$ cat src/rtl/lsu_pkg.sv
// Shared types and helpers for the load/store alignment unit.
package lsu_pkg;

    typedef enum logic [1:0] {
        SZ_BYTE = 2'b00,
        SZ_HALF = 2'b01,
        SZ_WORD = 2'b10,
        SZ_RSVD = 2'b11
    } size_e;

    typedef enum logic [1:0] {
        IDLE = 2'd0,
        ACC0 = 2'd1,
        ACC1 = 2'd2
    } state_e;

    function automatic logic [3:0] size_mask(size_e size);
        case (size)
            SZ_BYTE: size_mask = 4'b0001;
            SZ_HALF: size_mask = 4'b0011;
            SZ_WORD: size_mask = 4'b1111;
            default: size_mask = 4'b0000;
        endcase
    endfunction

    // An access spills into the next word when offset + bytes exceeds 4.
    function automatic logic crosses_word(logic [1:0] offset, size_e size);
        case (size)
            SZ_HALF: crosses_word = (offset == 2'd3);
            SZ_WORD: crosses_word = (offset != 2'd0);
            default: crosses_word = 1'b0;
        endcase
    endfunction

endpackage

$ cat src/rtl/lsu_lane_gen.sv
// Byte-enable and write-data lane steering for the first (phase 0) or
// second (phase 1) aligned memory cycle of an access.
module lsu_lane_gen
    import lsu_pkg::*;
(
    input  logic [1:0]  offset,
    input  size_e       size,
    input  logic        phase,
    input  logic [31:0] wdata,
    output logic [3:0]  be,
    output logic [31:0] wd
);

    logic [3:0] m;
    logic [7:0] be_wide;
    logic [5:0] up_sh;
    logic [5:0] dn_sh;

    // The upper nibble of m<<o is exactly m>>(4-o), the second-word lanes.
    always_comb begin
        m       = size_mask(size);
        up_sh   = {1'b0, offset, 3'b000};
        dn_sh   = 6'd32 - up_sh;
        be_wide = {4'b0000, m} << offset;
        if (!phase) begin
            be = be_wide[3:0];
            wd = wdata << up_sh;
        end else begin
            be = be_wide[7:4];
            wd = wdata >> dn_sh;
        end
    end

endmodule

$ cat src/rtl/lsu_align.sv
// Load/store alignment unit: latches a request, runs one or two aligned
// memory cycles, merges/extends load data and returns a registered response.
module lsu_align
    import lsu_pkg::*;
(
    input  logic        clk,
    input  logic        reset_n,
    input  logic        req_valid,
    output logic        req_ready,
    input  logic        req_we,
    input  logic [1:0]  req_size,
    input  logic        req_signed,
    input  logic [31:0] req_addr,
    input  logic [31:0] req_wdata,
    output logic        resp_valid,
    output logic [31:0] resp_rdata,
    output logic        resp_err,
    output logic        mem_we,
    output logic [3:0]  mem_be,
    output logic [31:0] mem_a,
    output logic [31:0] mem_wd,
    input  logic [31:0] mem_rd
);

    state_e      state;
    logic        r_we;
    logic        r_signed;
    size_e       r_size;
    logic [31:0] r_addr;
    logic [31:0] r_wdata;
    logic [31:0] rd0;

    logic        phase;
    logic        active;
    logic        split;
    logic        rsvd;
    logic [3:0]  lane_be;
    logic [31:0] lane_wd;
    logic [31:0] word_a;
    logic [31:0] rd_hi;
    logic [31:0] rd_lo;
    logic [63:0] merged;
    logic [31:0] low;
    logic [31:0] ld_data;
    logic [31:0] fin_rdata;

    lsu_lane_gen u_lane_gen (
        .offset (r_addr[1:0]),
        .size   (r_size),
        .phase  (phase),
        .wdata  (r_wdata),
        .be     (lane_be),
        .wd     (lane_wd)
    );

    always_comb begin
        phase     = (state == ACC1);
        active    = (state != IDLE);
        rsvd      = (r_size == SZ_RSVD);
        split     = crosses_word(r_addr[1:0], r_size);
        word_a    = {r_addr[31:2], 2'b00};
        req_ready = (state == IDLE);
        mem_a     = phase ? word_a + 32'd4 : word_a;
        mem_be    = active ? lane_be : 4'b0000;
        mem_we    = active && r_we && !rsvd;
        mem_wd    = lane_wd;

        // Second word supplies the high half only when the access was split.
        rd_hi  = phase ? mem_rd : '0;
        rd_lo  = phase ? rd0 : mem_rd;
        merged = {rd_hi, rd_lo} >> {r_addr[1:0], 3'b000};
        low    = merged[31:0];
        case (r_size)
            SZ_BYTE: ld_data = {{24{r_signed & low[7]}}, low[7:0]};
            SZ_HALF: ld_data = {{16{r_signed & low[15]}}, low[15:0]};
            default: ld_data = low;
        endcase
        fin_rdata = (r_we || rsvd) ? '0 : ld_data;
    end

    always_ff @(posedge clk or negedge reset_n) begin
        if (!reset_n) begin
            state      <= IDLE;
            r_we       <= 1'b0;
            r_signed   <= 1'b0;
            r_size     <= SZ_BYTE;
            r_addr     <= '0;
            r_wdata    <= '0;
            rd0        <= '0;
            resp_valid <= 1'b0;
            resp_rdata <= '0;
            resp_err   <= 1'b0;
        end else begin
            resp_valid <= 1'b0;
            resp_err   <= 1'b0;
            case (state)
                IDLE: begin
                    if (req_valid) begin
                        r_we     <= req_we;
                        r_signed <= req_signed;
                        r_size   <= size_e'(req_size);
                        r_addr   <= req_addr;
                        r_wdata  <= req_wdata;
                        state    <= ACC0;
                    end
                end
                ACC0: begin
                    if (split && !rsvd) begin
                        rd0   <= mem_rd;
                        state <= ACC1;
                    end else begin
                        state      <= IDLE;
                        resp_valid <= 1'b1;
                        resp_rdata <= fin_rdata;
                        resp_err   <= rsvd;
                    end
                end
                ACC1: begin
                    state      <= IDLE;
                    resp_valid <= 1'b1;
                    resp_rdata <= fin_rdata;
                end
                default: state <= IDLE;
            endcase
        end
    end

endmodule

$ cat config.mk
export PLATFORM = sky130hd
export DESIGN_NAME = lsu_align
export DESIGN_NICKNAME = d
export VERILOG_FILES = /design/src/rtl/lsu_pkg.sv /design/src/rtl/lsu_lane_gen.sv /design/src/rtl/lsu_align.sv
export SDC_FILE = /design/constraint.sdc
export NUM_CORES = 1
export LEC_CHECK = 0
export CORE_AREA = 2 2 132 134
export DETAILED_ROUTE_END_ITERATION = 8
export DIE_AREA = 0 0 134 136
export PLACE_DENSITY = 0.81
export SLEW_MARGIN = 20
export SYNTH_ARGS = -nofsm -noshare
export SYNTH_HDL_FRONTEND = slang
export SYNTH_SLANG_ARGS = --single-unit
$ cat constraint.sdc
create_clock -name clk -period 4 [get_ports clk]
set_clock_uncertainty 0.1 [all_clocks]
set_input_delay 0.4 -clock clk [delete_from_list [all_inputs] [get_ports clk]]
set_output_delay 0.4 -clock clk [all_outputs]
set_load 0.02 [all_outputs]
# Word-level counts from Yosys, hierarchy flattened
# Cells that the tools add are included.
# classes
n_addsub	2
eq_ne	8
n_shift	4
n_mux	19
bitwise	2
reduce_logical	13
# op_table
operator	count
$mux 32	6
$pmux 32 s2	2
$shr 64x5->32	1
$add 32x3->32 const B	1
$shl 32x5->32	1
$shr 32x6->32	1
$pmux 4 s3	1
$eq 2x2->1 const B	4
$mux 4	2
$shl 4x2->8	1
$reduce_and 2->1	3
$reduce_bool 2->1	3
$sub 6x5->6 const A	1
$eq 2x1->1 const B	2
$logic_not 2->1	2
$mux 2	2
$ne 2x2->1 const B	2
$pmux 1 s2	2
$pmux 2 s2	1
$logic_and 1x1->1	3
$mux 1	3
$and 1x1->1	2
$logic_not 1->1	1
$logic_or 1x1->1	1
# totals
regBits	136
input_bits	103
wordCells	58

# Depth between registers and ports, before layout
# Gate-level depths: netlist (run 1).
# logic_depth
ltp_word	8
mapped_depth	12
ltp_nobuf	7

# By module
# A second synthesis (run 1) with hierarchy kept.
# hier_totals
cells_unflattened	848
area_unflattened_um2	8281.7
# by_module_without_submodules
mod	n_inst	cells_each	area_per_inst_um2
lsu_align	1	696	7168.1
lsu_lane_gen	1	152	1113.6

# Worst setup path after synthesis (run 1)
# OpenSTA, ideal clock, no wires.
# synth_timing
path_kind	reg2out
start	register r_addr[0]
end	output mem_wd[1]
arrival_time_ps	2753
t_required_ps	3500
setup_slack_ps	747
stages_incl_launch_ff	12
n_path_buf	6
path_cell_list	dfrtp_1 > buf_6 > inv_2 > buf_2 > clkbuf_1 > ha_1 > and3b_1 > clkbuf_1 > buf_2 > buf_1 > nand2_1 > o21ai_0
# synth_between
elab_chain_cells	3
word_cells_on_any_way	4
cone_classes	add/sub: 1; shift: 2; mux: 1
# synth_rtl
element	line_no	text
from (decl)	lsu_align.sv:29	logic [31:0] r_addr;
from (signal assigned)	lsu_align.sv:102	r_addr <= req_addr;
$sub 6x5->6	lsu_lane_gen.sv:23	dn_sh = 6'd32 - up_sh;
$shr 32x6->32	lsu_lane_gen.sv:30	wd = wdata >> dn_sh;
$mux 32 *	lsu_lane_gen.sv:25	if (!phase) begin
to (decl)	lsu_align.sv:21	output logic [31:0] mem_wd,
# Mark *: on every way between the ends. The rest lies on a longest branch, timed or not.

# Worst setup path in the final report (run 1)
# layout_timing
start	register state[0]
end	output mem_a[20]
# layout_between
elab_chain_cells	2
# layout_rtl
element	line_no	text
from (decl)	lsu_align.sv:25	state_e state;
from (signal assigned)	lsu_align.sv:83	state <= IDLE;
from (signal assigned)	lsu_align.sv:104	state <= ACC0;
from (signal assigned)	lsu_align.sv:110	state <= ACC1;
$eq 2x2->1	lsu_align.sv:57	phase = (state == ACC1);
$mux 32	lsu_align.sv:63	mem_a = phase ? word_a + 32'd4 : word_a;
to (decl)	lsu_align.sv:20	output logic [31:0] mem_a,
# No other way between the ends.

==> results of run 1 <==
==> sequential cells by signal, summed over array words and instances, names as in the netlist <==
| register | flops |
|---|---|
| r_addr | 32 |
| r_signed | 1 |
| r_size | 2 |
| r_wdata | 32 |
| r_we | 1 |
| rd0 | 32 |
| resp_err | 1 |
| resp_rdata | 32 |
| resp_valid | 1 |
| state | 2 |
==> power by group through the flow <==
stage               clock, uW  combinational, uW  sequential [uW]
floorplan                   0               3440             2630
global placement            0               5420             2640
detailed placement          0               5490             2670
CTS                      1550               5540             2660
global route             1630               5970             2760
finish                   1530               5530             2680
==> metrics by stage <==
stage                     hold WS (ns)  instances  util, %  power [uW]  area, sq um
after detailed placement         0.362       1240     61.9        8160        10500
after floorplan                0.00441        851        -        6070         8240
final                          -0.0611       1272     65.3        9740        11000
after global placement           0.352       1240     61.9        8060        10500
after global routing            0.0146       1272     65.3       10400        11000
after CTS                      0.00565       1272     65.3        9750        11000
==> how the worst max path moves through the flow <==
| stage | cells after the start | endpoint | start | slack (ns) |
|---|---|---|---|---|
| after CTS | 8 | mem_a[20] | state[0] | 0.24 |
| after detailed placement | 8 | mem_a[20] | state[0] | 0.72 |
| after global placement | 8 | mem_a[20] | state[0] | 0.72 |
| final | 8 | mem_a[20] | state[0] | 0.33 |
| after floorplan | 11 | mem_wd[1] | r_addr[0] | 0.75 |
| after global routing | 8 | mem_a[20] | state[0] | 0.07 |
==> worst reg2reg max path: cells and delay by family, from the launching register on <==
family          cells  cell delay, ns
flops               1            0.39
mux                 1            0.48
buf+inv             3            1.06
simple gates        1            0.08
compound gates      3            0.58
fa+ha+maj           1            0.35
==> synthesized netlist by cell type, drive strengths merged (3+ instances only) <==
cell	number	area share [%]
o211ai	17	1.5
mux2i	53	6.4
dfrtp	136	41
xnor2	25	2.7
nand2b	4	0.30
xor2	4	0.43
a22oi	16	1.5
nand4	14	1.1
and3	3	0.23
nor2	54	2.5
mux2	76	10
and2	3	0.23
a211oi	3	0.43
inv	11	0.50
o21ai	53	3.7
clkbuf	31	1.4
buf	27	2.0
a221oi	9	0.96
ha	12	1.8
a21oi	38	2.3
nor4	3	0.46
a221o	5	0.61
nand2	170	7.7
nor2b	9	0.68
nor3	4	0.36
nand3	19	1.2
o22ai	17	1.4
and4	3	0.32
mux4	14	3.8
nor3b	3	0.33
==> final cells by class <==
type                    count  area, sq um
clock buffers              18          429
fillers                  1340         5850
repair buffers            222         2190
well taps                 225          282
clock inverters            14          149
inverters                  12         45.0
multi-input cells         645         4530
flip-flops and latches    136         3400
==> routing by layer <==
layer	vias to the layer above	share of wire [%]	GRT usage (%)
met5	-	0	0
met4	0	3.2	9.69
met3	53	9.3	8.72
met2	378	47	42.0
met1	3462	41	34.5
li1	3401	-	-
==> placed cells by master, fill, tap and decap left out, drive strengths merged, types with 9 or more instances in the layout <==
| cell type | instances |
|---|---|
| buf | 19 |
| a21oi | 38 |
| mux2i | 53 |
| nor2b | 9 |
| mux4 | 14 |
| nand3 | 19 |
| inv | 14 |
| o211ai | 17 |
| nand4 | 14 |
| nand2 | 170 |
| nor2 | 54 |
| ha | 12 |
| a22oi | 16 |
| dfrtp | 136 |
| mux2 | 76 |
| clkdlybuf4s50 | 203 |
| o22ai | 17 |
| xnor2 | 25 |
| clkbuf | 18 |
| a221oi | 9 |
| o21ai | 53 |
==> cell families (layout without fill, tap and decap cells) <==
logic type	Yosys count	in the layout	share of synthesized area, %
AOI/OAI and AO/OA	165	165	13.4
xor gates and xnor gates	29	29	3.08
adders and majority gates	12	12	1.82
buffers and inverters	70	266	3.92
DFF	136	136	41.3
muxes	143	143	20.7
other	1	2	0.0455
and+or+nand+nor	294	294	15.8
==> flow_summary.ini, run 1 <==
[yosys]
synth.distinct_cells = 54
avgSynthCellArea_sq_um = 9.69
synth_edf_count = 0
postSynthCellCount = 850
synth_seq_cells = 136
ys.flop_type = dfrtp_1
async_flop_share_pct = 100
yosysSeqAreaShare_pct = 41.3
ys_warn_count = 0
netlist_area_sq_um = 8240

[finish]
area_growth_pct = 33.9
drive_above_1_share_pct = 16.0
insertedDiodeCount = 0
final_nets = 1149

[critical_path]
critPathKind = register to output pin
r2r-start = state[0]
path_cells = inv_1, ha_1, and4_1, nand3_1, nor3_2, nand4_1, xnor2_1, clkdlybuf4s50_1
end_kind = output pin
arrival_ns = 3.17
crit_buf_inv = 2
critPathMaxFanout = 7
max_stage_delay_ns = 0.65
crit_slowest_cell = clkdlybuf4s50_1
rrSetupSlack_ns = 0.85
r2r-end = resp_rdata[27]
reg2reg_depth = 9
worstPathRequired_ns = 3.50
start_kind = register
critPathTopFamily = simple AND/OR/NAND/NOR gates

[global_route]
antenna_found_initial = 0
first_global_vias = 7090
grt_pass1_wl_microns = 37900
overflow = 0
track_usage_pct = 26.6
grt_max_degree = 95

[sta]
fin_crit_sh_pct = 91.8
finalSetupViolCount = 0
fin_ws_ns = 0.328
finalCriticalPeriod_ns = 3.67
fin_tns_setup_ns = 0
worst_pin_slew_ns = 1.08
slew_headroom_pct = 27.8
rsz0062_at_grt = false
report.final.slew_viol_count = 0
fmax_mhz = 272
hold_ws_ns = -0.0611
hold_violations = 38

[clocking]
cts_tree = done
cts_resized = 0
cts_root_buf = clkbuf_16
clk_pin_slew_ns = 0.06
cts_hold_buf = 0
clock_sinks = 136
numCtsBuffers = 17
clk_path_buf_depth = 2
cts_max_level = 4
cts_setup_buffers = 0
clk_latency_ns = 0.42

[power]
ir_worst_vdd_mv = 0.524
p_seq_share_pct = 27.5
power_leakage_uw = 0.00447
swShare_pct = 43.6
pwr-share-clk_pct = 15.7
comb_power_share_pct = 56.8
internal_power_uw = 5490
cellPowerDensity_nw_per_um2 = 884
p_sw_uw = 4250

[floorplan]
pin_count = 207
die-area_sq_um = 18200
die_w_microns = 134
start_util_pct = 48.8
die_h_microns = 136
rows = 48
core_area_sq_um = 16900

[route]
wl_microns = 23800
drtIter0Drc = 710
wl_per_cell_microns = 18.7
firstDrtPassIters = 6
via_per_inst = 5.73
antenna_left = 0
vias = 7294
drc = 0

[run]
drv_cap = 0

[placement]
dp_slack_ns = 0.717
dp_hpwl_microns = 16700
port_buffers = 204
gp_congestion = 0.872

[hold_path]
hold_path_class = input pin to asynchronous set/reset pin

[run_status]
status = finished, violations left
violations = negative hold slack
No activity file was read; power rests on OpenSTA's default activity.
==> run 2: changes to the inputs <==
--- a/config.mk
+++ b/config.mk
@@ -7,7 +7,9 @@
 export LEC_CHECK = 0
 export CORE_AREA = 2 2 132 134
+export CTS_CLUSTER_DIAMETER = 30
 export DETAILED_ROUTE_END_ITERATION = 8
 export DIE_AREA = 0 0 134 136
 export PLACE_DENSITY = 0.81
+export SETUP_SLACK_MARGIN = 0.1
 export SLEW_MARGIN = 20
 export SYNTH_ARGS = -nofsm -noshare
==> constraint.sdc (replaced) <==
create_clock -name clk -period 4 [get_ports clk]
set_clock_uncertainty 0.1 [all_clocks]
set_input_delay 0.6 -clock clk [delete_from_list [all_inputs] [get_ports clk]]
set_output_delay 0.6 -clock clk [all_outputs]
set_load 0.02 [all_outputs]
==> run 2 against run 1 <==
Compared with the run above: the run now ends clean; clock power grew 7%; highest routed layer unchanged; routed wire length increased by 1.0%; setup slack got worse by 0.045 ns; fmax is 1.2% lower; hold slack improved by 0.21 ns; final area is 0.65% higher.
==> flow_summary.ini, run 2 (same netlist as run 1, synthesis figures left out) <==
[run_status]
status = completed

[critical_path]
arrival_ns = 3.02
critPathKind = register to output pin
worstPathRequired_ns = 3.30
start_kind = register
end_kind = output pin
critPathMaxFanout = 50

[clocking]
cts_hold_buf = 0
clk_path_buf_depth = 2
clk_latency_ns = 0.42
cts_root_buf = clkbuf_16
cts_max_level = 4
cts_tree = done
numCtsBuffers = 17
clock_sinks = 136
clk_pin_slew_ns = 0.06

[placement]
gp_congestion = 0.876
dp_hpwl_microns = 16800
port_buffers = 204

[sta]
fin_tns_setup_ns = 0
fmax_mhz = 269
hold_violations = 0
finalSetupViolCount = 0
fin_crit_sh_pct = 92.9
slew_headroom_pct = 29.2
rsz0062_at_grt = false
report.final.slew_viol_count = 0
finalCriticalPeriod_ns = 3.72
worst_pin_slew_ns = 1.06

[global_route]
grt_max_degree = 104
antenna_found_initial = 1
grt_pass1_wl_microns = 38100
track_usage_pct = 26.7
first_global_vias = 7312
overflow = 0

[power]
ir_worst_vdd_mv = 0.466
cellPowerDensity_nw_per_um2 = 891
power_leakage_uw = 0.00454
p_total_uw = 9890

[route]
vias = 7411
via_per_inst = 5.82
antenna_left = 0
wl_per_cell_microns = 18.9
firstDrtPassIters = 6
wl_microns = 24000
drc = 0
drtIter0Drc = 663

[floorplan]
die_w_microns = 134
core_area_sq_um = 16900
pin_count = 207
die-area_sq_um = 18200
die_h_microns = 136
rows = 48
start_util_pct = 48.8

[hold_path]
hold_path_class = input pin to asynchronous set/reset pin

[finish]
final_nets = 1149
area_growth_pct = 34.8
drive_above_1_share_pct = 16.0
final_common_cell = clkdlybuf4s50_1
mostFrequentLayoutCells = clkdlybuf4s50_1 (203), nand2_1 (169), dfrtp_1 (135)

[run]
drv_cap = 0
==> run 2: changes by cell type in the layout (fill, tap and decap cells not counted), moves of 2 or more <==
cell	before	now
clkinvlp_4	4	0
nor3_2	2	0
inv_6	3	1
nor3_4	0	2
clkbuf_8	0	3
==> run 2: report_power, final <==
group | switching (uW) | total (uW) | leakage [uW] | internal, uW
sequential | 643 | 2670 | 0.00166 | 2030
clock | 608 | 1640 | 0.000307 | 1030
combinational | 3040 | 5570 | 0.00258 | 2540
total | 4290 | 9890 | 0.00454 | 5600
==> run 2: routing by layer <==
metal	GRT usage (%)	part of all wire, %	vias to the layer above
li1	-	-	3400
met1	33.2	41	3585
met2	42.7	47	363
met3	8.91	9.1	63
met4	11.1	3.6	0
met5	0	0	-
==> run 2: worst max-delay path: stages, from the launching register on <==
cell and delay (ns):
dfrtp_1 0.40, inv_1 0.11, ha_2 0.39, buf_12 0.34, or3b_2 0.56, o22ai_1 0.14
clkdlybuf4s50_1 0.63
==> run 2: final timing paths <==
check	from	to	slack, ns	cells after the start
min reg2reg	rd0[6]	rd0[6]	0.37	2
min	reset_n	rd0[25]	0.15	1
max in group asynchronous	reset_n	r_wdata[22]	2.69	2
max	state[0]	mem_wd[18]	0.28	6
max reg2reg	r_addr[0]	resp_rdata[31]	1.11	7
min in group clk	rd0[6]	rd0[6]	0.37	2
==> run 2: timing repair <==
action | in CTS | in global routing
setup endpoints to repair | 0 | 8
setup buffers | 0 | 1
gates resized for setup | 0 | 3
==> run 2: final cells by class <==
cell class / count / area, sq um
Antenna cell: 1 / 2.50
Clock buffer: 21 / 470
Clock inverter: 11 / 145
Fill cell: 1295 / 5780
Inverter: 12 / 45.0
Multi-Input combinational cell: 645 / 4550
Sequential cell: 136 / 3400
Tap cell: 225 / 282
Timing Repair Buffer: 222 / 2200
==> run 2: through the flow <==
step	setup slack (ns)	instances	hold WS, ns	instance area, sq um	utilization [%]
floorplan	0.547	851	0.204	8240	-
global placement	0.666	1239	0.353	10500	62.0
detailed placement	0.607	1239	0.359	10500	62.0
CTS	0.125	1271	0.249	11100	65.6
global route	0.111	1273	0.284	11100	65.8
finish	0.284	1273	0.153	11100	65.8
==> run 3: changes to the inputs <==
clock period = 3.55 ns   (was 4 ns; I/O delays follow)
==> run 3 against run 2 <==
Compared with the run above: sequential power is 13% higher; clock power is 27% higher; utilization grew 1.5 points; final cell count grew 1.2%; register-to-register slack worse by 0.47 ns; power is 15% higher; hold slack improved by 0.22 ns; setup slack got worse by 0.065 ns; via count increased by 2.3%; die area stayed put; highest routed layer unchanged.
==> flow_summary.ini, run 3 (same netlist as run 1, synthesis figures left out) <==
[run_status]
status = completed

[sta]
slew_headroom_pct = 51.9
report.final.slew_viol_count = 0
fmax_mhz = 300
finalSetupViolCount = 0
finalCriticalPeriod_ns = 3.33
hold_violations = 0
fin_tns_setup_ns = 0
fin_ws_ns = 0.219
fin_crit_sh_pct = 93.8
worst_pin_slew_ns = 0.704
rsz0062_at_grt = false

[route]
drc = 0
wl_met1_microns = 9500
wl_microns = 24800
top_layer = met4
antenna_left = 0
wl_per_cell_microns = 19.2
wl_met2_microns = 11800
met3_length_microns = 2470
drtIter0Drc = 819
via_per_inst = 5.89
firstDrtPassIters = 6
vias = 7580

[hold_path]
hp-start = rd0[15]
hold_path_class = register to register
hold_end = rd0[15]
holdPathStages = 2

[global_route]
grt_pass1_wl_microns = 38900
first_global_vias = 7434
grt_max_degree = 111
antenna_found_initial = 1
overflow = 0
track_usage_pct = 27.4

[critical_path]
worstPathRequired_ns = 2.92
crit_buf_inv = 3
critPathKind = register to output pin
crit_slowest_cell = dfrtp_2
r2r-end = resp_rdata[28]
max_stage_delay_ns = 0.47
end_kind = output pin
critPathTopFamily = buffers and inverters
arrival_ns = 2.70
path_cells = inv_2, ha_1, and3b_1, buf_4, a22oi_1, nor2_1, a21oi_1, o21ai_0, dlygate4sd2_1
reg2reg_depth = 9
r2r-start = state[0]
start_kind = register
rrSetupSlack_ns = 0.64
critPathMaxFanout = 24

[finish]
mostFrequentLayoutCells = nand2_1 (169), clkdlybuf4s50_1 (155), dfrtp_1 (135)
fin_util_pct = 67.3
final_common_cell = nand2_1
drive_above_1_share_pct = 17.1
area_growth_pct = 37.9
final_nets = 1164
final_cells = 1288

[clocking]
cts_max_level = 4
clk_pin_slew_ns = 0.06
clk_latency_ns = 0.43
cts_tree = done
clk_path_buf_depth = 2
cts_root_buf = clkbuf_16
numCtsBuffers = 17
clock_sinks = 136

[floorplan]
die_h_microns = 136
pin_count = 207
die_w_microns = 134
core_area_sq_um = 16900
die-area_sq_um = 18200
rows = 48
start_util_pct = 48.8

[placement]
dp.cells = 1245
port_buffers = 204
gp_congestion = 0.882
dp_slack_ns = 0.319
dp_hpwl_microns = 17000

[power]
power_leakage_uw = 0.00501
cellPowerDensity_nw_per_um2 = 1000
ir_worst_vdd_mv = 0.548
p_total_uw = 11400

[run]
drv_cap = 0
[run 3: cell types whose count changed in the layout (fill, tap and decap cells not counted), moves of 3 or more]
cell             before  now
clkdlybuf4s50_1     203  155
dlymetal6s2s_1        0   27
dlygate4sd2_1         0   21
buf_4                16   26
bufinv_16             3    7
buf_6                 1    4
clkinv_2              4    1
clkinvlp_4            0    3
[run 3: worst register-to-register path: cells and delay by family, from the launching register on]
kind / cells / cell delay [ns]
and+or+nand+nor: 1 / 0.09
DFF: 1 / 0.40
muxes: 1 / 0.45
adders and majority gates: 1 / 0.26
buffers and inverters: 3 / 0.91
AOI/OAI and AO/OA: 3 / 0.57
[run 3: area by class of cell]
type / count / area (sq um)
Antenna cell: 1 / 2.50
Clock buffer: 20 / 447
Clock inverter: 12 / 246
Fill cell: 1323 / 5520
Inverter: 12 / 45.0
Multi-Input combinational cell: 645 / 4560
Sequential cell: 136 / 3400
Tap cell: 225 / 282
Timing Repair Buffer: 237 / 2380
[run 3: report_power, final]
group / switching [uW] / internal [uW] / total (uW)
clock network: 685 / 1410 / 2090
registers: 747 / 2290 / 3030
logic: 3460 / 2780 / 6230
total: 4890 / 6470 / 11400
[run 3: how the worst max path moves through the flow]
stage | start | end | slack, ns | cells past startpoint
after floorplan | r_addr[0] | mem_wd[1] | 0.16 | 11
after global placement | state[0] | mem_a[20] | 0.40 | 8
after detailed placement | state[0] | mem_a[20] | 0.32 | 8
after CTS | state[0] | mem_a[29] | -0.01 | 8
after global routing | state[0] | mem_a[2] | 0.15 | 5
final | r_addr[0] | mem_wd[0] | 0.22 | 9
[run 3: repair_timing]
item,in CTS,in global routing
hold endpoints to repair,0,29
cloned,0,1
hold buffers,0,1
buffers inserted,1,6
setup endpoints to repair,34,27
gates resized for setup,25,31
pin swaps,1,1
[run 3: per-layer routing]
layer	global-route usage, %	vias up
met2	44.3	437
met3	8.61	88
met4	12.4	0
li1	-	3439
met5	0	-
met1	33.8	3616
[run 3: metrics by stage]
step	area (sq um)	hold WS [ns]
finish	11400	0.375
global route	11400	0.393
CTS	11200	0.201
detailed placement	10500	0.359
global placement	10500	0.353
floorplan	8240	0.137
